**src/rtl/mem_arbiter.sv**
```systemverilog
// Two-port (instruction/data) arbiter in front of a single-ported synchronous memory.
// Each transaction walks IDLE -> ISSUE -> RESP, so an ack lands two cycles after the grant.
module mem_arbiter #(
    parameter int RR_MODE = 1
) (
    input  logic        clk,
    input  logic        reset,
    input  logic        i_req,
    input  logic [31:0] i_addr,
    output logic [31:0] i_rdata,
    output logic        i_ack,
    input  logic        d_req,
    input  logic [31:0] d_addr,
    input  logic [31:0] d_wdata,
    input  logic [3:0]  d_wmask,
    output logic [31:0] d_rdata,
    output logic        d_ack,
    output logic [31:0] mem_addr,
    output logic        mem_rstrb,
    output logic [31:0] mem_wdata,
    output logic [3:0]  mem_wmask,
    input  logic [31:0] mem_rdata,
    output logic [31:0] i_wait_cnt
);
    localparam logic [1:0] IDLE  = 2'd0;
    localparam logic [1:0] ISSUE = 2'd1;
    localparam logic [1:0] RESP  = 2'd2;

    logic [1:0]  state_q, state_d;
    logic        owner_is_d_q, owner_is_d_d;
    logic        last_is_d_q, last_is_d_d;
    logic [31:0] addr_q, addr_d;
    logic [31:0] wdata_q, wdata_d;
    logic [3:0]  wmask_q, wmask_d;
    logic [31:0] wait_cnt_q, wait_cnt_d;
    logic        pick_d;

    // On a tie, round-robin hands the grant to whichever port did not win last time.
    assign pick_d = d_req && (!i_req || (RR_MODE == 0) || !last_is_d_q);

    always_comb begin
        state_d      = state_q;
        owner_is_d_d = owner_is_d_q;
        last_is_d_d  = last_is_d_q;
        addr_d       = addr_q;
        wdata_d      = wdata_q;
        wmask_d      = wmask_q;
        wait_cnt_d   = wait_cnt_q + {31'd0, (i_req && !i_ack)};
        case (state_q)
            IDLE: begin
                if (i_req || d_req) begin
                    state_d      = ISSUE;
                    owner_is_d_d = pick_d;
                    last_is_d_d  = pick_d;
                    addr_d       = pick_d ? d_addr  : i_addr;
                    wdata_d      = pick_d ? d_wdata : 32'd0;
                    wmask_d      = pick_d ? d_wmask : 4'd0;
                end
            end
            ISSUE:   state_d = RESP;
            RESP:    state_d = IDLE;
            default: state_d = IDLE;
        endcase
    end

    always_ff @(posedge clk or posedge reset) begin
        if (reset) begin
            state_q      <= IDLE;
            owner_is_d_q <= 1'b0;
            last_is_d_q  <= 1'b1;
            addr_q       <= 32'd0;
            wdata_q      <= 32'd0;
            wmask_q      <= 4'd0;
            wait_cnt_q   <= 32'd0;
        end else begin
            state_q      <= state_d;
            owner_is_d_q <= owner_is_d_d;
            last_is_d_q  <= last_is_d_d;
            addr_q       <= addr_d;
            wdata_q      <= wdata_d;
            wmask_q      <= wmask_d;
            wait_cnt_q   <= wait_cnt_d;
        end
    end

    // Strobes and acks decode straight from the state so reset silences them at once.
    always_comb begin
        mem_addr  = addr_q;
        mem_wdata = wdata_q;
        mem_rstrb = (state_q == ISSUE) && (wmask_q == 4'd0);
        mem_wmask = (state_q == ISSUE) ? wmask_q : 4'd0;
        i_ack     = (state_q == RESP) && !owner_is_d_q;
        d_ack     = (state_q == RESP) && owner_is_d_q;
        i_rdata   = i_ack ? mem_rdata : 32'd0;
        d_rdata   = d_ack ? mem_rdata : 32'd0;
    end

    assign i_wait_cnt = wait_cnt_q;
endmodule

```
**config.mk**
```make
export PLATFORM = sky130hd
export DESIGN_NAME = mem_arbiter
export DESIGN_NICKNAME = d
export VERILOG_FILES = /design/src/rtl/mem_arbiter.sv
export SDC_FILE = /design/constraint.sdc
export NUM_CORES = 1
export LEC_CHECK = 0
export CAP_MARGIN = 20
export CORE_AREA = 2 2 116 118
export CTS_BUF_LIST = sky130_fd_sc_hd__clkbuf_8
export DETAILED_ROUTE_END_ITERATION = 12
export DIE_AREA = 0 0 118 120
export GPL_TIMING_DRIVEN = 0
export HOLD_SLACK_MARGIN = 0.05
export PLACE_DENSITY_LB_ADDON = 0.3
export SYNTH_ARGS = -nofsm -noshare
export SYNTH_HDL_FRONTEND = slang
export SYNTH_SLANG_ARGS = --single-unit
```
**constraint.sdc**
```tcl
create_clock -name clk -period 5.3 [get_ports clk]
set_input_delay 1.06 -clock clk [delete_from_list [all_inputs] [get_ports clk]]
set_output_delay 1.06 -clock clk [all_outputs]
set_load 0.01 [all_outputs]
```
==> results.cfg, run 1 <==
[clock_tree]
cts_sinks = 104
post_cts_buffers = 0
clock_path_buffers = 2
clkTransAtPathRegs_ns = 0.10
cts_max_level = 3
cts_tree = built
clock_latency_ns = 0.38
hold_buffers = 0
cts_buffers = 9
cts_resized = 0
cts-root-buf = clkbuf_8

[global_routing]
grt.overflow.total = 0
grt_max_degree = 74
grt_pass1_vias = 4741
track_usage_pct = 21.9
antenna_found_initial = 0
grt_pass1_wl_mm = 24.4

[detailed_routing]
drt_first_pass_iters = 4
drc = 0
drt_wl_total_mm = 15.6
avgRoutedWirePerCell_um = 16.7
vias = 4526
antenna_left = 0
drt_iter0_drc = 243
vias_per_cell = 4.83

[run_status]
status = finished, final reports clean

[logic_synthesis]
synth_cells = 442
synth-main-ff-cell = dfrtp_1
synth_common_cells = 103 x dfrtp_1, 70 x and2_1, 44 x nand2_1, 36 x a22o_1, 33 x o21ai_0
synth_warnings = 0
yosys-mux-area-fraction_pct = 6.56
netlist.area_leader.share_pct = 52.8
synth-edff-count = 0
synth_area_leaders = dfrtp_1 53%, and2_1 9.0%, mux2i_1 6.6%
syn_area_um2 = 4880
yosys.area_share.simple_pct = 20.9
ys_types = 33
synth_seq_cells = 104
syn_avg_cell_area_um2 = 11.1
yosys.area.top_type = dfrtp_1
synth-compound-area-share_pct = 10.3
async_reset_ff_share_pct = 100
yosysSeqAreaShare_pct = 53.3
synth_xor_xnor_area_share_pct = 5.38
syn_nets = 581
synthAdderAreaFrac_pct = 0.768
synth.most_common_cell = dfrtp_1
synth_top_family_by_area = simple AND/OR/NAND/NOR gates

[power]
clkPwrFrac_pct = 14.8
power_switching_uw = 1270
vdd_drop_max_v = 0.000257
p_sw_share_pct = 35.7
pwr-share-comb_pct = 49.3
pwr-share-seq_pct = 35.9
p_int_uw = 2280
power_leakage_uw = 0.00360
powerDensity_nw_per_um2 = 423

[placed_design]
dp_hpwl_mm = 12.5
place_ws_ns = 1.97
finalWeightedCongestion = 0.791
portBuffers = 302
dp.cells = 922

[worst_setup_path]
required_ns = 4.24
path_max_fanout = 10
cp.arrival_ns = 2.47
cp-start-kind = flop
end_kind = output pin
path_class = flop to output pin

[sta]
setup_viol = 0
fin_crit_sh_pct = 66.6
final_hold_viol_count = 0
tns_ns = 0
fin_crit_ns = 3.53
finClkSkew_ns = 0.0132
slew_headroom_pct = 59.7
final.setup.worst_slack_ns = 1.77
holdWs_ns = 0.485
rsz0062_at_grt = no
tightest_slew_ns = 0.603
drv_slew = 0
fmax_mhz = 283

[die]
die_w_um = 118
die-area_um2 = 14200
die_y_um = 120
num_rows = 42
core_area_um2 = 13000
io_pins = 303
start_util_pct = 37.6

[layout]
fin_nets = 896
nFillCells = 1049
final-instance-count-excl-fill = 938
syn_to_final_growth_pct = 71.4
diodes = 0
fin_util_pct = 64.5
drive_above_1_share_pct = 5.51

[min_path]
hp-class = flop to flop

[flow_run]
drv_cap = 0
per-stage QoR:
| step | total power [uW] | area [um^2] |
|---|---|---|
| 2_1_floorplan | 2010 | 4880 |
| 3_3_place_gp | 3000 | 8130 |
| 3_5_place_dp | 3040 | 8160 |
| 4_1_cts | 3580 | 8370 |
| 5_1_grt | 3760 | 8370 |
| 6_report | 3540 | 8370 |
worst max-delay path: stages (launching register included):
cell,delay (ns)
dfrtp_1,0.41
nor3b_1,0.52
clkbuf_1,0.36
and2_1,0.19
clkdlybuf4s50_1,0.62
cell type report:
cell class | count | area, um^2 | area share (%)
Timing Repair Buffer | 304 | 3060 | 36.5
Sequential cell | 104 | 2600 | 31.1
Multi-Input combinational cell | 305 | 2140 | 25.6
Tap cell | 176 | 220 | 2.63
Clock buffer | 9 | 124 | 1.48
Buffer | 27 | 116 | 1.39
Clock inverter | 7 | 87.6 | 1.05
Inverter | 6 | 25.0 | 0.299
power groups by stage:
stage	clock network [uW]	logic (uW)	registers, uW
after global routing	571	1880	1300
after global placement	0	1730	1270
after CTS	541	1770	1270
final	525	1750	1270
after detailed placement	0	1770	1280
after floorplan	0	629	1380
placed cells by master, fill, tap and decap left out, drive strengths merged:
| cell | instances |
|---|---|
| a21boi | 1 |
| a21o | 2 |
| a22o | 36 |
| and2 | 70 |
| and3 | 3 |
| and3b | 1 |
| and4 | 2 |
| buf | 17 |
| bufinv | 1 |
| clkbuf | 21 |
| clkdlybuf4s50 | 302 |
| clkinv | 3 |
| dfrtp | 103 |
| dfstp | 1 |
| ha | 3 |
| inv | 9 |
| mux2i | 32 |
| nand2 | 44 |
| nand3 | 12 |
| nand4 | 13 |
| nor2 | 7 |
| nor2b | 2 |
| nor3 | 6 |
| nor3b | 1 |
| nor4 | 6 |
| o21ai | 33 |
| or2 | 1 |
| xnor2 | 22 |
| xor2 | 8 |
worst paths after layout:
kind                                   to      startpoint  depth (start not counted)  slack, ns
hold reg to reg            i_wait_cnt[31]  i_wait_cnt[31]                          1       0.48
min in group asynchronous  i_wait_cnt[31]           reset                          2       1.03
setup / recovery              i_rdata[20]      state_q[0]                          4       1.77
hold / removal             i_wait_cnt[31]  i_wait_cnt[31]                          1       0.48
setup reg to reg           i_wait_cnt[22]      state_q[0]                          9       2.83
max in group asynchronous     last_is_d_q           reset                          3       3.53
registers in the layout, summed over array words and instances, names as in the netlist:
register      flops
last_is_d_q       1
state_q           2
owner_is_d_q      1
i_wait_cnt       32
mem_wdata        32
mem_addr         32
wmask_q           4
metal layers:
metal / share of wire, % / up-vias / global-route usage (%) / wire (um)
met4: 1.9 / 0 / 7.76 / 303
met2: 51 / 177 / 38.3 / 7960
met3: 7.8 / 22 / 7.22 / 1220
li1: - / 2152 / - / -
met5: 0 / - / 0 / 0
met1: 39 / 2175 / 25.2 / 6170
cells by family (layout without fill, tap and decap cells):
logic type | Yosys count | after routing
simple gates | 168 | 168
flops | 104 | 104
compound gates | 72 | 72
buf+inv | 33 | 353
mux | 32 | 32
xor+xnor | 30 | 30
fa+ha+maj | 3 | 3
Note: power is estimated with default switching activity, not from simulation.
==> run 2: changes to the inputs <==
CORE_AREA = default   (was 2 2 116 118)
CORE_UTILIZATION = 35   (was default)
DIE_AREA = default   (was 0 0 118 120)
clock period = 3 ns   (was 5.3 ns; I/O delays follow)
==> run 2 against run 1 <==
Clock skew grew 0.0026 ns. Sequential share of layout area shrank 0.12 points. Core utilization shrank 1.8 points. Die area grew 1.9%. Critical path type unchanged.
==> results.cfg, run 2 (synthesis results as in run 1) <==
[detailed_routing]
drt_iter0_drc = 226
drt_wl_total_mm = 16.0
drc = 0
avgRoutedWirePerCell_um = 17.0
antenna_left = 0
vias = 4600
vias_per_cell = 4.90
drt_first_pass_iters = 5

[worst_setup_path]
cp-start-kind = flop
required_ns = 2.40
reg2reg_to = i_wait_cnt[14]
cp.arrival_ns = 2.22
r2r-start = state_q[1]
end_kind = output pin
path_class = flop to output pin
path_max_fanout = 10
rr_worst_depth = 8
rrSetupSlack_ns = 0.89

[die]
die_w_um = 120
start_util_pct = 36.5
die-area_um2 = 14400
num_rows = 42
io_pins = 303
die_y_um = 120
core_area_um2 = 13400

[clock_tree]
clkTransAtPathRegs_ns = 0.10
hold_buffers = 0
cts_sinks = 104
post_cts_buffers = 0
clock_path_buffers = 2
cts_max_level = 3
cts-root-buf = clkbuf_8
cts_tree = built
cts_buffers = 9
clock_latency_ns = 0.38

[min_path]
min_from = i_wait_cnt[31]
hold_depth = 1
hp-class = flop to flop
min_to = i_wait_cnt[31]

[sta]
final_hold_viol_count = 0
fin_crit_sh_pct = 93.8
setup_viol = 0
slew_headroom_pct = 62.0
fin_crit_ns = 2.82
finClkSkew_ns = 0.0158
tns_ns = 0
rsz0062_at_grt = no
drv_slew = 0
tightest_slew_ns = 0.568
fmax_mhz = 355

[global_routing]
grt.overflow.total = 0
grt_max_degree = 46
grt_pass1_wl_mm = 24.7
grt_pass1_vias = 4595
antenna_found_initial = 0
track_usage_pct = 22.3

[layout]
fin_util_pct = 62.7
syn_to_final_growth_pct = 72.1
fin_nets = 897
mostFrequentLayoutCells = 302 x clkdlybuf4s50_1, 103 x dfrtp_1, 70 x and2_1, 44 x nand2_1, 36 x a22o_1
final_common_cell = clkdlybuf4s50_1
drive_above_1_share_pct = 6.55
diodes = 0

[power]
power_leakage_uw = 0.00362
powerDensity_nw_per_um2 = 752
vdd_drop_max_v = 0.000426

[placed_design]
finalWeightedCongestion = 0.826
dp_hpwl_mm = 12.8
portBuffers = 302

[run_status]
status = finished, final reports clean

[flow_run]
drv_cap = 0
[run 2: layout make-up]
type / count / area (um^2)
Buffer: 27 / 124
Clock buffer: 9 / 124
Fill cell: 1079 / 4990
Clock inverter: 7 / 93.8
Timing Repair Buffer: 305 / 3070
Tap cell: 176 / 220
Multi-Input combinational cell: 305 / 2150
Inverter: 6 / 26.3
Sequential cell: 104 / 2600
[run 2: per-stage QoR]
step	total power (uW)	setup WS (ns)	cell area, um^2	cells	hold WS, ns
after floorplan	3550	0.990	4890	442	0.466
after global placement	5310	-0.0896	8130	920	0.463
after detailed placement	5390	0.298	8180	923	0.469
after CTS	6390	0.0435	8400	939	0.485
after global routing	6720	0.0352	8410	939	0.503
final	6320	0.185	8410	939	0.479
[run 2: where the power goes]
| group | leakage [uW] | internal (uW) | switching, uW | total [uW] |
|---|---|---|---|---|
| logic | 0.00218 | 1710 | 1390 | 3100 |
| clock network | 0.000106 | 470 | 489 | 959 |
| registers | 0.00134 | 1920 | 348 | 2260 |
[run 2: routing by layer]
metal	wire length (um)	global-route usage (%)	vias up
li1	-	-	2154
met1	6490	27.2	2232
met2	8070	38.1	193
met3	1060	5.28	21
met4	339	7.97	0
met5	0	0	-
[run 2: worst max-delay path by stage]
stage                  from        endpoint  slack, ns  cells after the start
2_1_floorplan  owner_is_d_q  i_wait_cnt[28]       0.99                      8
3_3_place_gp     state_q[0]     i_rdata[29]      -0.09                      4
3_5_place_dp          i_req  i_wait_cnt[14]       0.30                      8
4_1_cts          state_q[0]     d_rdata[18]       0.04                      4
5_1_grt          state_q[0]     d_rdata[18]       0.04                      4
6_report         state_q[0]     d_rdata[18]       0.18                      4
[run 2: what timing repair did]
action | in CTS | in global routing
pin swaps | 0 | 0
endpoints found under the setup margin | 27 | 47
endpoints found under the hold margin | 0 | 0
gates resized for setup | 3 | 7
[run 2: critical path: stages (launching register included)]
cell and delay, ns:
dfrtp_1 0.41, and3b_1 0.40, clkbuf_2 0.26, and2_1 0.21
clkdlybuf4s50_1 0.56
